File: src/rtl/conv_dp_pkg.sv
// Shared definitions for the 3x3 conv datapath: command/interrupt bit indices,
// default widths and the one-hot command decode.
package conv_dp_pkg;

    localparam int CMD_WAIT   = 0;
    localparam int CMD_READ_W = 1;
    localparam int CMD_READ   = 2;
    localparam int CMD_OPT    = 3;
    localparam int CMD_WRITE  = 4;
    localparam int CMD_END    = 5;
    localparam int CMD_FLAG_W = 6;

    localparam int INT_READ_W = 0;
    localparam int INT_READ   = 1;
    localparam int INT_OPT    = 2;
    localparam int INT_WRITE  = 3;
    localparam int INT_FLAG_W = 4;

    localparam int DEF_IMG_SIZE  = 64;
    localparam int DEF_GLB_CNT_W = 6;
    localparam int DEF_ACC_W     = 20;
    localparam int DEF_DATA_W    = 8;

    localparam int CNT_W    = 4;
    localparam int CNT_LAST = 9;

    typedef enum logic [2:0] {
        PH_ILLEGAL,
        PH_WAIT,
        PH_READ_W,
        PH_READ,
        PH_OPT,
        PH_WRITE,
        PH_END
    } phase_e;

    // Zero-hot and multi-hot commands both collapse to PH_ILLEGAL.
    function automatic phase_e decode_cmd(input logic [CMD_FLAG_W-1:0] cmd);
        phase_e ph;
        ph = PH_ILLEGAL;
        if ($onehot(cmd)) begin
            if (cmd[CMD_WAIT])        ph = PH_WAIT;
            else if (cmd[CMD_READ_W]) ph = PH_READ_W;
            else if (cmd[CMD_READ])   ph = PH_READ;
            else if (cmd[CMD_OPT])    ph = PH_OPT;
            else if (cmd[CMD_WRITE])  ph = PH_WRITE;
            else                      ph = PH_END;
        end
        return ph;
    endfunction

endpackage

File: src/rtl/conv_mac.sv
// Unsigned-pixel x signed-weight multiply-accumulate with saturating output.
// CONV_RELU_EN selects ReLU + unsigned saturation; default is signed saturation.
module conv_mac
    import conv_dp_pkg::*;
#(
    parameter int DATA_W = DEF_DATA_W,
    parameter int ACC_W  = DEF_ACC_W
) (
    input  logic                     clk,
    input  logic                     reset,
    input  logic                     clr,
    input  logic                     en,
    input  logic [DATA_W-1:0]        pix,
    input  logic signed [DATA_W-1:0] wgt,
    output logic signed [ACC_W-1:0]  acc,
    output logic [DATA_W-1:0]        sat
);

    localparam int PROD_W = 2 * DATA_W + 1;

`ifdef CONV_RELU_EN
    localparam logic signed [ACC_W-1:0] UMAX = ACC_W'((1 << DATA_W) - 1);

    function automatic logic [DATA_W-1:0] saturate(input logic signed [ACC_W-1:0] a);
        if (a < 0)         return '0;
        else if (a > UMAX) return '1;
        else               return a[DATA_W-1:0];
    endfunction
`else
    localparam logic signed [ACC_W-1:0] SMAX = ACC_W'((1 << (DATA_W - 1)) - 1);
    localparam logic signed [ACC_W-1:0] SMIN = ACC_W'(-(1 << (DATA_W - 1)));

    function automatic logic [DATA_W-1:0] saturate(input logic signed [ACC_W-1:0] a);
        if (a > SMAX)      return {1'b0, {(DATA_W-1){1'b1}}};
        else if (a < SMIN) return {1'b1, {(DATA_W-1){1'b0}}};
        else               return a[DATA_W-1:0];
    endfunction
`endif

    logic signed [PROD_W-1:0] pix_s;
    logic signed [PROD_W-1:0] wgt_s;
    logic signed [PROD_W-1:0] prod;
    logic signed [ACC_W-1:0]  prod_ext;

    always_comb begin
        pix_s    = PROD_W'($signed({1'b0, pix}));
        wgt_s    = PROD_W'(wgt);
        prod     = pix_s * wgt_s;
        prod_ext = ACC_W'(prod);
        sat      = saturate(acc);
    end

    // Accumulator stage: clr loads the first product rather than zero.
    always_ff @(posedge clk) begin
        if (reset)    acc <= '0;
        else if (clr) acc <= prod_ext;
        else if (en)  acc <= acc + prod_ext;
    end

endmodule

File: src/rtl/conv_dp.sv
// 3x3 convolution datapath driven by the controller's one-hot command stream.
// Output saturation mode is chosen by CONV_RELU_EN inside conv_mac.
module conv_dp
    import conv_dp_pkg::*;
#(
    parameter int IMG_SIZE  = DEF_IMG_SIZE,
    parameter int DATA_W    = DEF_DATA_W,
    parameter int ACC_W     = DEF_ACC_W,
    parameter int ADDR_W    = 12,
    parameter int GLB_CNT_W = DEF_GLB_CNT_W
) (
    input  logic                     clk,
    input  logic                     reset,
    input  logic [CMD_FLAG_W-1:0]    cmd_flags,
    input  logic                     dp_cnt_rst,
    input  logic [GLB_CNT_W-1:0]     glb_idx_x,
    input  logic [GLB_CNT_W-1:0]     glb_idx_y,
    output logic [INT_FLAG_W-1:0]    fb_flags,
    output logic                     w_rd,
    output logic [3:0]               w_addr,
    input  logic signed [DATA_W-1:0] w_rdata,
    output logic                     img_rd,
    output logic [ADDR_W-1:0]        img_addr,
    input  logic [DATA_W-1:0]        img_rdata,
    output logic                     out_wr,
    output logic [ADDR_W-1:0]        out_addr,
    output logic [DATA_W-1:0]        out_data,
    output logic                     done
);

    logic                     run_p0;
    logic [CNT_W-1:0]         cnt_p0;
    logic                     pix_ok_p0;
    logic signed [DATA_W-1:0] wgt_p0 [9];
    logic [DATA_W-1:0]        pix_p0 [9];

    phase_e                   ph;
    logic                     cnt_last, cnt_win, in_img, x_ok, y_ok;
    logic [31:0]              row, col;
    logic [CNT_W-1:0]         cap_idx, mac_idx;
    logic                     mac_clr, mac_en;
    logic signed [ACC_W-1:0]  acc;
    logic [DATA_W-1:0]        sat;

    // run_p0 keeps the datapath idle for the first cycle after reset.
    always_comb begin
        ph       = (run_p0 && !reset) ? decode_cmd(cmd_flags) : PH_ILLEGAL;
        cnt_last = cnt_p0 == CNT_W'(CNT_LAST);
        cnt_win  = cnt_p0 < CNT_W'(CNT_LAST);
        row      = 32'(glb_idx_y) + 32'(cnt_p0 / CNT_W'(3));
        col      = 32'(glb_idx_x) + 32'(cnt_p0 % CNT_W'(3));
        in_img   = (row < 32'(IMG_SIZE)) && (col < 32'(IMG_SIZE));
        x_ok     = 32'(glb_idx_x) <= 32'(IMG_SIZE - 3);
        y_ok     = 32'(glb_idx_y) <= 32'(IMG_SIZE - 3);
        cap_idx  = cnt_p0 - CNT_W'(1);
        mac_idx  = cnt_win ? cnt_p0 : '0;
        mac_clr  = (ph == PH_OPT) && (cnt_p0 == '0);
        mac_en   = (ph == PH_OPT) && (cnt_p0 != '0) && cnt_win;
    end

    always_comb begin
        w_rd     = (ph == PH_READ_W) && cnt_win;
        w_addr   = w_rd ? cnt_p0 : '0;
        img_rd   = (ph == PH_READ) && cnt_win && in_img;
        img_addr = ((ph == PH_READ) && cnt_win) ? ADDR_W'(row * 32'(IMG_SIZE) + col) : '0;
        out_wr   = (ph == PH_WRITE) && x_ok && y_ok;
        out_addr = (ph == PH_WRITE)
                 ? ADDR_W'(32'(glb_idx_y) * 32'(IMG_SIZE - 2) + 32'(glb_idx_x)) : '0;
        out_data = (ph == PH_WRITE) ? sat : '0;
        done     = ph == PH_END;
        fb_flags             = '0;
        fb_flags[INT_READ_W] = (ph == PH_READ_W) && cnt_last;
        fb_flags[INT_READ]   = (ph == PH_READ) && cnt_last;
        fb_flags[INT_OPT]    = (ph == PH_OPT) && cnt_last;
        fb_flags[INT_WRITE]  = ph == PH_WRITE;
    end

    // Capture stage: memory data arrives one cycle after its strobe.
    always_ff @(posedge clk) begin
        if (reset) begin
            run_p0    <= 1'b0;
            cnt_p0    <= '0;
            pix_ok_p0 <= 1'b0;
            for (int i = 0; i < 9; i++) begin
                wgt_p0[i] <= '0;
                pix_p0[i] <= '0;
            end
        end else begin
            run_p0    <= 1'b1;
            pix_ok_p0 <= img_rd;
            if (dp_cnt_rst)
                cnt_p0 <= '0;
            else if ((ph == PH_READ_W || ph == PH_READ || ph == PH_OPT) && !cnt_last)
                cnt_p0 <= cnt_p0 + CNT_W'(1);
            if (ph == PH_READ_W && cnt_p0 != '0)
                wgt_p0[cap_idx] <= w_rdata;
            if (ph == PH_READ && cnt_p0 != '0)
                pix_p0[cap_idx] <= pix_ok_p0 ? img_rdata : '0;
        end
    end

    conv_mac #(
        .DATA_W (DATA_W),
        .ACC_W  (ACC_W)
    ) u_mac (
        .clk   (clk),
        .reset (reset),
        .clr   (mac_clr),
        .en    (mac_en),
        .pix   (pix_p0[mac_idx]),
        .wgt   (wgt_p0[mac_idx]),
        .acc   (acc),
        .sat   (sat)
    );

endmodule

File: config.mk
export PLATFORM = sky130hd
export DESIGN_NAME = conv_dp
export DESIGN_NICKNAME = d
export VERILOG_FILES = /design/src/rtl/conv_dp_pkg.sv /design/src/rtl/conv_mac.sv /design/src/rtl/conv_dp.sv
export SDC_FILE = /design/constraint.sdc
export NUM_CORES = 1
export LEC_CHECK = 0
export BUFFER_PORTS_ARGS = -buffer_cell sky130_fd_sc_hd__buf_2
export CAP_MARGIN = 30
export CORE_UTILIZATION = 38
export CTS_CLUSTER_DIAMETER = 150
export DETAILED_ROUTE_END_ITERATION = 10
export PLACE_DENSITY_LB_ADDON = 0.08
export SYNTH_ARGS = -nofsm -noshare
export SYNTH_HDL_FRONTEND = slang
export SYNTH_SLANG_ARGS = --single-unit
File: constraint.sdc
create_clock -name clk -period 9.6 [get_ports clk]
set_clock_uncertainty 0.05 [all_clocks]
set_input_delay 0.96 -clock clk [delete_from_list [all_inputs] [get_ports clk]]
set_output_delay 0.96 -clock clk [all_outputs]
set_load 0.02 [all_outputs]
==> results.md, run 1 <==
- Status: finished clean
- Type of the most critical hold path: reg2reg
- Fin crit share: 90.4%
- Max-Cap Viols: 0
- Worst reg2reg path depth: 27
- Worst vdd ir: approximately 0.22 mV
- Reg power frac: 41.5%
- Total GRT Usage: roughly 20%
- Area of the multi-input gates: roughly 0.008 mm2
- Unrepaired setup endpoints after global routing: false
- CTS tree: done
- Syn Area/Cell: 9.74 um2
- Aggregate negative setup slack: 0 ns
- Layout cells sized above 1: 12.6%
- Final slew viol count: 0
- Relative slew slack: about 34%
- # diodes: 0
- Hold_buf cts: 0
- Setup CP Type: reg2reg
- Post-CTS Setup Repair Bufs: 0
- Post-synth EDFFs: 144
- Internal power: 1.38 mW
- Total number of vias: 10100
- Die X: 190 um
- DR WL/cell: 18.2 um
- Flops & latches, synth: between 150 and 200
- Post-Syn Area: 0.0134 mm2
- Ports: 81
- Largest net degree at the start of global routing: 31
- Net Sw Frac: a little under a third
- Worst Hold Depth: 2
- Cell variety after synth: 84
- Power per standard cell area: 133 mW/mm2
- Fmax: 115 MHz
- Number of fill cells: 3439
- I/O Buffers: 80
- Ys async rst share: 0%
- HPWL after DPL: 26700 um
- # setup viols final: 0
- Startpoint Class: flop
- CP max FO: 15
- Longest Clk Path Bufs: 2
- Net switching power: about 610 uW
- Logic pwr share: 23.7%
- Area grow syn2layout: 11.8%
- Starting Density: between 30 and 40%
- Final Critical Period: 8.67 ns
- First drt pass iteration count: 5
- Cts bufs inserted: 17
- Synth warn: 0
- Sink Count: 170
- # placed instances: 1894
- H-Tree Depth: 4
- Crit path capture type: flop
- Grt ovf: 0
- Die Ht: 190 um
- Mapped Nets: 1578
- Vias in the first global route: 10100
- CTS clk-pin slew, worst paths: about 0.090 ns
- Clock network power share: 34.8%
- Data arrival, critical path: about 9 ns
- WL final: 35000 um
- First-pass GRT wire length: 56000 um
- Initial antenna violation count: 0
- Iteration-0 DRC Markers: 551
- Finished Layout Cells: ~1900
- Sequential element share of the synthesized area: 36.2%
- Placer congestion estimate: approximately 0.84
- Tightest Pin Transition: 0.992 ns
- Final Util: 43.3%
- Register area: about 0.0048 mm2
- Pleak: 6.32 nW
- CP required: between 9 and 10 ns
- Vias per std cell: roughly 5.2
- Quantity of gates resized following cts: 0
- DR DRC count: 0
- Final nets: 1664
- Most area-consuming cells after synthesis: edfxtp_1, ha_1, fa_1
- Top-area cell type share of the netlist area: 32.3%
- Core area: approximately 0.035 mm2
- Clk_lat worst skew: 0.46 ns
- Final Hold Fails: 0
- Clock root buffer: clkbuf_16
- Die area: 0.0359 mm2
- Syn Inst Count: roughly 1400
- Top_reg_cell synth: edfxtp_1
- Post-DRT Antenna Nets: 0
- Cell row count: between 60 and 70
- Synth area leader: edfxtp_1
[cells by family after synthesis]
group                      after synthesis  share of synthesized area, %
muxes                                   46                          4.94
xor gates and xnor gates                65                          4.26
AOI/OAI and AO/OA                      234                          11.6
adders and majority gates              169                          19.0
DFF                                    170                          36.2
and+or+nand+nor                        539                          19.6
buffers and inverters                  149                          4.34
[final cells by class]
class	instances	share of cell area (%)
sequential	170	32.4
clock buffer	18	2.87
multi-input combinational	1053	53.1
timing repair buffer	106	4.12
clock inverter	14	0.921
tap	455	3.81
inverter	110	2.76
[cell usage in the layout, fill, tap and decap left out, types with 20 or more instances in the layout]
master / n
xnor2_1: 45
nand3_1: 23
nor3_1: 30
dfxtp_1: 26
buf_4: 25
nand2_1: 113
a21oi_1: 65
xor2_1: 20
inv_1: 108
o21ai_0: 44
buf_2: 80
mux2i_1: 24
fa_1: 56
nor2b_1: 26
nor2_1: 187
and2_1: 84
edfxtp_1: 144
ha_1: 113
[final timing paths]
path                                    from       endpoint  slack [ns]
worst max-delay path               cnt_p0[0]  u_mac.acc[19]        0.93
worst min-delay path            u_mac.acc[2]   u_mac.acc[2]        0.44
worst max register to register     cnt_p0[0]  u_mac.acc[19]        0.93
worst min register to register  u_mac.acc[2]   u_mac.acc[2]        0.44
[flip-flops by register name (all words and copies together) (netlist names)]
register,count
run_p0,1
pix_p0,72
wgt_p0,72
cnt_p0,4
pix_ok_p0,1
u_mac.acc,20
[worst max-delay path: stages (launching register included)]
cell and delay (ns):
dfxtp_1 0.49, inv_1 0.16, ha_1 0.31, nand2_1 0.27, nor2_1 0.80, a21oi_1 0.16
o211ai_1 0.31, inv_1 0.17, or2_2 0.35, fa_1 0.53, inv_1 0.05, fa_1 0.46
fa_1 0.52, fa_1 0.48, ha_1 0.36, nand3_1 0.09, a2bb2oi_1 0.20, a21oi_1 0.15
o22a_1 0.21, or4_4 0.56, and2_4 0.18, ha_1 0.36, nand2_1 0.09, nor3_1 0.21
o21ai_0 0.15, a21oi_1 0.25, or4b_4 0.50, a41oi_2 0.19
[per-stage QoR]
| stage | cell area, um2 | power (mW) | hold slack, ns | worst slack, ns |
|---|---|---|---|---|
| floorplan | 13400 | 1.20 | 0.400 | 1.67 |
| global placement | 14300 | 1.31 | 0.427 | 1.11 |
| detailed placement | 14400 | 1.32 | 0.429 | 0.968 |
| CTS | 15000 | 2.01 | 0.440 | 0.944 |
| global route | 15000 | 2.10 | 0.465 | 0.249 |
| finish | 15000 | 1.99 | 0.437 | 0.926 |
[Yosys cell counts (3+ instances only)]
| library cell | count |
|---|---|
| or3_1 | 6 |
| nor4_1 | 4 |
| mux2_2 | 5 |
| inv_1 | 108 |
| o21bai_1 | 4 |
| and2_1 | 84 |
| ha_1 | 113 |
| buf_2 | 8 |
| o21a_1 | 11 |
| dfxtp_1 | 26 |
| mux2i_1 | 24 |
| o22ai_1 | 11 |
| a31oi_1 | 6 |
| a311oi_1 | 3 |
| nor2_1 | 187 |
| a211oi_1 | 13 |
| a21o_1 | 17 |
| and3_1 | 7 |
| o21ai_1 | 4 |
| nand2b_1 | 17 |
| a221oi_1 | 12 |
| o21ai_0 | 44 |
| nor3_1 | 30 |
| xor2_1 | 20 |
| edfxtp_1 | 144 |
| nand2_1 | 113 |
| o211ai_1 | 7 |
| xnor2_1 | 45 |
| fa_1 | 56 |
| a31o_2 | 3 |
| nand4b_1 | 4 |
| o31ai_1 | 4 |
| nand3_1 | 23 |
| nand4_1 | 8 |
| mux4_2 | 15 |
| nor2b_1 | 26 |
| a2111oi_0 | 3 |
| nor3b_1 | 4 |
| or2_2 | 9 |
| or4_1 | 3 |
| a21oi_1 | 65 |
| clkbuf_1 | 27 |
[power by group through the flow]
stage	combinational, mW	sequential [mW]	clock [mW]
global placement	0.468	0.842	0
detailed placement	0.473	0.842	0
finish	0.471	0.825	0.693
CTS	0.477	0.826	0.705
floorplan	0.362	0.838	0
global route	0.544	0.828	0.733
[routing by layer]
metal | GRT usage (%) | up-vias | share of wire, %
met3 | 3.27 | 34 | 3.3
li1 | - | 4989 | -
met2 | 32.9 | 170 | 46
met1 | 27.7 | 4875 | 49
met5 | 0 | - | 0
met4 | 5.68 | 0 | 1.8
No activity file was read; power rests on OpenSTA's default activity.
==> inputs of run 2 (changes only) <==
--- a/config.mk
+++ b/config.mk
@@ -11,6 +11,7 @@
 export CTS_CLUSTER_DIAMETER = 150
 export DETAILED_ROUTE_END_ITERATION = 10
 export PLACE_DENSITY_LB_ADDON = 0.08
+export RECOVER_POWER = 25
 export SYNTH_ARGS = -nofsm -noshare
 export SYNTH_HDL_FRONTEND = slang
 export SYNTH_SLANG_ARGS = --single-unit
==> run 2 against run 1 <==
Compared with the run above: critical path depth is the same; via count is the same; sequential share of layout area is essentially flat; largest power group unchanged; clock power is essentially flat; highest routed layer unchanged; register-to-register slack lost 0.04 ns; worst hold slack is essentially flat; core utilization is essentially flat; design area is essentially flat; clock-buffer cell count is the same; first-iteration DRC count shrank 1.8%; non-clock buffer count is the same.
==> results.md, run 2 (synthesis gave the netlist of run 1 again) <==
- Crit path from: cnt_p0[0]
- Power per standard cell area: 133 mW/mm2 (+0.12%)
- First-pass GRT wire length: 56000 um (unchanged)
- Net Sw Frac: 30.7% (+0.044 points)
- Post-DRT Antenna Nets: 0 (unchanged)
- Clock network power share: 34.9% (about the same)
- DR DRC count: 0 (unchanged)
- Unrepaired setup endpoints after global routing: false
- Core area: 0.0345 mm2 (unchanged)
- Cell row count: 68 (unchanged)
- Clk_lat worst skew: 0.46 ns (about the same)
- Most common cell after layout, fill and taps aside: nor2_1
- DR WL/cell: 18.2 um (about the same)
- CP max FO: 15 (unchanged)
- Die area: 0.0359 mm2 (unchanged)
- Final Hold Fails: 0 (unchanged)
- CTS tree: done
- Total number of vias: 10100 (unchanged)
- Reg power frac: 41.5% (about the same)
- # diodes: 0 (unchanged)
- FF-to-FF Start: cnt_p0[0]
- Setup CP Type: reg2reg
- Layout cells sized above 1: 12.0% (-0.54 points)
- Crit path capture type: flop
- Largest regs: pix_p0 (72), wgt_p0 (72), u_mac.acc (20)
- Type of the most critical hold path: reg2reg
- Ports: 81 (unchanged)
- Max-Cap Viols: 0 (unchanged)
- Sink Count: 170 (unchanged)
- Die Ht: 190 um (unchanged)
- Most frequent cells in the layout: nor2_1, edfxtp_1, nand2_1, ha_1, inv_1
- Status: finished clean
- CP required: 9.93 ns (about the same)
- Hold_buf cts: 0 (unchanged)
- First drt pass iteration count: 5 (unchanged)
- Die X: 190 um (unchanged)
- # setup viols final: 0 (unchanged)
- Final Critical Period: 8.71 ns (+0.0354 ns)
- Internal power: 1.38 mW (about the same)
- Tightest Pin Transition: 1.29 ns (+0.300 ns)
- Starting Density: 38.7% (unchanged)
- WL final: 35000 um (about the same)
- Largest net degree at the start of global routing: 31 (unchanged)
- CTS clk-pin slew, worst paths: 0.09 ns (about the same)
- Startpoint Class: flop
- Net switching power: 612 uW (+0.18%)
- Pleak: 6.26 nW (-0.83%)
- Vias per std cell: 5.23 (unchanged)
- I/O Buffers: 80 (unchanged)
- Clock root buffer: clkbuf_16
- Vias in the first global route: 10100 (unchanged)
- Fin crit share: 90.7% (+0.37 points)
- Final slew viol count: 0 (unchanged)
- Longest Clk Path Bufs: 2 (unchanged)
- Total GRT Usage: 20.2% (unchanged)
- H-Tree Depth: 4 (unchanged)
- Data arrival, critical path: 9.04 ns (+0.03 ns)
- Fin Hold WS: 0.437 ns (+0.00000600 ns)
- Logic pwr share: 23.7% (about the same)
- Worst vdd ir: 0.218 mV (+0.40%)
- Iteration-0 DRC Markers: 541 (-1.8%)
- Relative slew slack: 13.9% (-20 points)
- Area grow syn2layout: 11.8% (about the same)
- Quantity of gates resized following cts: 0 (unchanged)
- Placer congestion estimate: 0.842 (unchanged)
- Cts bufs inserted: 17 (unchanged)
- Post-CTS Setup Repair Bufs: 0 (unchanged)
- Initial antenna violation count: 0 (unchanged)
- Fmax: 115 MHz (-0.41%)
- Hold path start: u_mac.acc[2]
- Final nets: 1664 (unchanged)
- HPWL after DPL: 26700 um (unchanged)
- Grt ovf: 0 (unchanged)
- Aggregate negative setup slack: 0 ns (unchanged)
run 2: cell count changes in the layout (fill, tap and decap cells not counted):
cell / previous run / this run
and2_0: 0 / 23
clkbuf_1: 1 / 8
and2_1: 84 / 61
buf_2: 80 / 74
buf_4: 25 / 24
or2_2: 9 / 8
or2_0: 0 / 1
run 2: final timing paths:
path	endpoint	slack, ns	cells after the start
setup / recovery	u_mac.acc[19]	0.89	27
hold / removal	u_mac.acc[2]	0.44	2
setup reg to reg	u_mac.acc[19]	0.89	27
hold reg to reg	u_mac.acc[2]	0.44	2
run 2: critical path, stage by stage (launching register included):
cell and delay, ns:
dfxtp_1 0.49, inv_1 0.16, ha_1 0.31, nand2_1 0.27
nor2_1 0.82, a21oi_1 0.16, o211ai_1 0.32, inv_1 0.17
or2_2 0.35, fa_1 0.53, inv_1 0.05, fa_1 0.46
fa_1 0.52, fa_1 0.48, ha_1 0.36, nand3_1 0.09
a2bb2oi_1 0.20, a21oi_1 0.15, o22a_1 0.21, or4_4 0.56
and2_4 0.18, ha_1 0.36, nand2_1 0.09, nor3_1 0.21
o21ai_0 0.15, a21oi_1 0.25, or4b_4 0.50, a41oi_2 0.19
run 2: layer usage:
metal  share of wire, %  track usage, %
met1                 49            27.7
met2                 46            32.9
met3                3.7            3.27
met4                1.7            5.68
met5                  0               0
run 2: power groups by stage:
stage | Combinational [mW] | Clock (mW) | Sequential, mW
2_1_floorplan | 0.362 | 0 | 0.838
3_3_place_gp | 0.468 | 0 | 0.842
3_5_place_dp | 0.473 | 0 | 0.842
4_1_cts | 0.477 | 0.705 | 0.826
5_1_grt | 0.544 | 0.733 | 0.828
6_report | 0.471 | 0.694 | 0.826
run 2: layout make-up:
class                           count  area (um2)
Tap cell                          455         569
Sequential cell                   170        4840
Timing Repair Buffer              106         604
Clock inverter                     14         138
Fill cell                        3439       19600
Inverter                          110         413
Multi-Input combinational cell   1053        7940
Clock buffer                       18         429
run 2: stage by stage:
| step | instances | util (%) | area, um2 | worst slack [ns] | power (mW) |
|---|---|---|---|---|---|
| after detailed placement | 1894 | 41.6 | 14400 | 0.968 | 1.32 |
| after CTS | 1926 | 43.3 | 15000 | 0.944 | 2.01 |
| after global placement | 1891 | 41.5 | 14300 | 1.11 | 1.31 |
| after floorplan | 1372 | - | 13400 | 1.67 | 1.20 |
| after global routing | 1926 | 43.3 | 14900 | 0.235 | 2.10 |
| final | 1926 | 43.3 | 14900 | 0.891 | 1.99 |
==> inputs of run 3 (changes only) <==
--- a/config.mk
+++ b/config.mk
@@ -5,11 +5,11 @@
 export SDC_FILE = /design/constraint.sdc
 export NUM_CORES = 1
 export LEC_CHECK = 0
-export BUFFER_PORTS_ARGS = -buffer_cell sky130_fd_sc_hd__buf_2
 export CAP_MARGIN = 30
 export CORE_UTILIZATION = 38
 export CTS_CLUSTER_DIAMETER = 150
 export DETAILED_ROUTE_END_ITERATION = 10
+export DONT_BUFFER_PORTS = 1
 export PLACE_DENSITY_LB_ADDON = 0.08
 export RECOVER_POWER = 25
 export SYNTH_ARGS = -nofsm -noshare
==> run 3 against run 2 <==
Compared with the run above: first-iteration DRC count down 5.9%; critical path depth grew 1; maximum frequency rose by 2.7%; routed wire length grew 0.82%; sequential share of layout area grew 0.74 points; clock power is 12% higher; non-clock buffer count shrank 79; largest cell class unchanged.
==> results.md, run 3 (synthesis gave the netlist of run 1 again) <==
- Status: finished clean
- # setup viols final: 0 (unchanged)
- Total number of vias: 9822 (-2.4%)
- Met3 wire length: 1290 um (+0.39%)
- CP most frequent cell: fa_1
- Final slew viol count: 0 (unchanged)
- First-pass GRT wire length: 56800 um (+1.5%)
- Worst reg2reg path depth: 28 (+3.7%)
- Largest regs: pix_p0 (72), wgt_p0 (72), u_mac.acc (20)
- Quantity of gates resized following cts: 0 (unchanged)
- Post-CTS Setup Repair Bufs: 0 (unchanged)
- Fin crit share: 88.3% (-2.4 points)
- Final Hold Fails: 0 (unchanged)
- Fin Hold WS: 0.427 ns (-0.00969 ns)
- Data arrival, critical path: 8.80 ns (-0.24 ns)
- Total GRT Usage: 20.7% (+0.44 points)
- Reg2Reg Setup Slack: 1.12 ns (+0.23 ns)
- Cell row count: 68 (unchanged)
- Tightest Pin Transition: 0.989 ns (-0.302 ns)
- Starting Density: 38.7% (unchanged)
- Power per standard cell area: 140 mW/mm2 (+5.3%)
- Unrepaired setup endpoints after global routing: false
- Pleak: 5.92 nW (-5.5%)
- FF-to-FF Start: cnt_p0[0]
- Area grow syn2layout: 9.27%
- Die Ht: 190 um (unchanged)
- Most common cell after layout, fill and taps aside: nor2_1
- Internal power: 1.45 mW (+5.3%)
- Clock network power share: 37.7% (+2.8 points)
- Longest Clk Path Bufs: 2 (unchanged)
- H-Tree Depth: 4 (unchanged)
- Setup CP Type: reg2reg
- Worst Hold Depth: 2 (unchanged)
- Slowest-stage cell, CP: nor2_1
- Final nets: 1585 (-4.7%)
- Top sig layer: met4
- Metal-1 WL: 17200 um (+1.1%)
- Power, Total: 2.05 mW (+3.0%)
- Relative slew slack: 33.5% (+20 points)
- Type of the most critical hold path: reg2reg
- Core area: 0.0345 mm2 (unchanged)
- Layout cells sized above 1: 7.26% (-4.8 points)
- Vias in the first global route: 9959 (-1.3%)
- Die X: 190 um (unchanged)
- Final Cell Area: 0.0146 mm2 (-2.2%)
- Net Sw Frac: 29.2% (-1.6 points)
- Delay of the slowest critical-path stage: 0.76 ns (-0.06 ns)
- Ports: 81 (unchanged)
- Initial antenna violation count: 0 (unchanged)
- Max-Cap Viols: 0 (unchanged)
- Iteration-0 DRC Markers: 509 (-5.9%)
- Vias per std cell: 5.32 (+1.8%)
- RR Endpoint: u_mac.acc[19]
- Final Critical Period: 8.48 ns (-0.231 ns)
- HPWL after DPL: 26700 um (about the same)
- Worst Hold Endpoint: u_mac.acc[5]
- Post-DRT Antenna Nets: 0 (unchanged)
- # diodes: 0 (unchanged)
- Sink Count: 170 (unchanged)
- CP required: 9.92 ns (about the same)
- Hold_buf cts: 0 (unchanged)
- Placed instance area: 0.0140 mm2 (-2.8%)
- WL final: 35300 um (+0.82%)
- I/O Buffers: 0 (-100%)
- Hold path start: u_mac.acc[5]
- Most frequent cells in the layout: nor2_1, edfxtp_1, nand2_1, ha_1, inv_1
- Fmax: 118 MHz (+2.7%)
- Logic pwr share: 22.0% (-1.7 points)
- First drt pass iteration count: 5 (unchanged)
- Die area: 0.0359 mm2 (unchanged)
- Clk_lat worst skew: 0.46 ns (about the same)
- Met2 Wirelength: 16500 um (+2.1%)
- Reg power frac: 40.2% (-1.3 points)
- Cts bufs inserted: 17 (unchanged)
- Startpoint Class: flop
- Clock root buffer: clkbuf_16
- CP max FO: 24 (+9)
- Largest net degree at the start of global routing: 35 (+13%)
- Crit path capture type: flop
- CTS tree: done
- DR WL/cell: 19.1 um (+5.2%)
- DR DRC count: 0 (unchanged)
- Grt ovf: 0 (unchanged)
- Net switching power: 598 uW (-2.3%)
- Worst vdd ir: 0.169 mV (-23%)
- Placer congestion estimate: 0.818 (-2.8%)
- Aggregate negative setup slack: 0 ns (unchanged)
- CTS clk-pin slew, worst paths: 0.07 ns (-0.02 ns)
-- run 3: cell types whose count changed in the layout (fill, tap and decap cells not counted), sizes merged --
cell | before | now
buf | 99 | 22
bufinv | 1 | 4
clkbuf | 25 | 23
clkinv | 6 | 2
clkinvlp | 1 | 0
inv | 116 | 117
-- run 3: worst max path at each step --
stage	endpoint	depth (start not counted)	start	slack, ns
3_5_place_dp	u_mac.acc[19]	27	cnt_p0[0]	1.15
4_1_cts	img_addr[11]	26	cnt_p0[3]	1.06
5_1_grt	img_addr[11]	26	cnt_p0[3]	0.48
3_3_place_gp	u_mac.acc[19]	27	cnt_p0[3]	1.26
6_report	u_mac.acc[19]	28	cnt_p0[0]	1.12
2_1_floorplan	u_mac.acc[19]	28	cnt_p0[0]	1.67
-- run 3: area by class of cell --
type	instances	area (um2)
well taps	455	569
inverters	110	413
fillers	3422	19900
clock buffers	18	429
multi-input cells	1053	7940
repair buffers	27	201
flip-flops and latches	170	4840
clock inverters	13	206
-- run 3: per-layer routing --
| layer | global-route usage (%) | vias up |
|---|---|---|
| met5 | 0 | - |
| met3 | 3.23 | 22 |
| met2 | 34.1 | 178 |
| met4 | 5.02 | 0 |
| li1 | - | 4826 |
| met1 | 28.3 | 4796 |
-- run 3: metrics by stage --
step                utilization, %  instances  setup slack [ns]
floorplan                        -       1372              1.67
global placement              40.4       1812              1.26
detailed placement            40.5       1814              1.15
CTS                           42.3       1845              1.06
global route                  42.3       1846             0.482
finish                        42.3       1846              1.12
-- run 3: power by group through the flow --
stage	logic (mW)	registers (mW)	clock network, mW
final	0.452	0.825	0.774
after global routing	0.523	0.827	0.815
after CTS	0.458	0.825	0.791
after detailed placement	0.455	0.842	0
after global placement	0.449	0.842	0
after floorplan	0.362	0.838	0
-- run 3: critical path, delay by kind of cell, from the launching register on --
kind,cells,cell delay [ns]
compound gates,8,1.63
fa+ha+maj,7,3.00
buf+inv,4,0.53
flops,1,0.31
simple gates,9,2.87
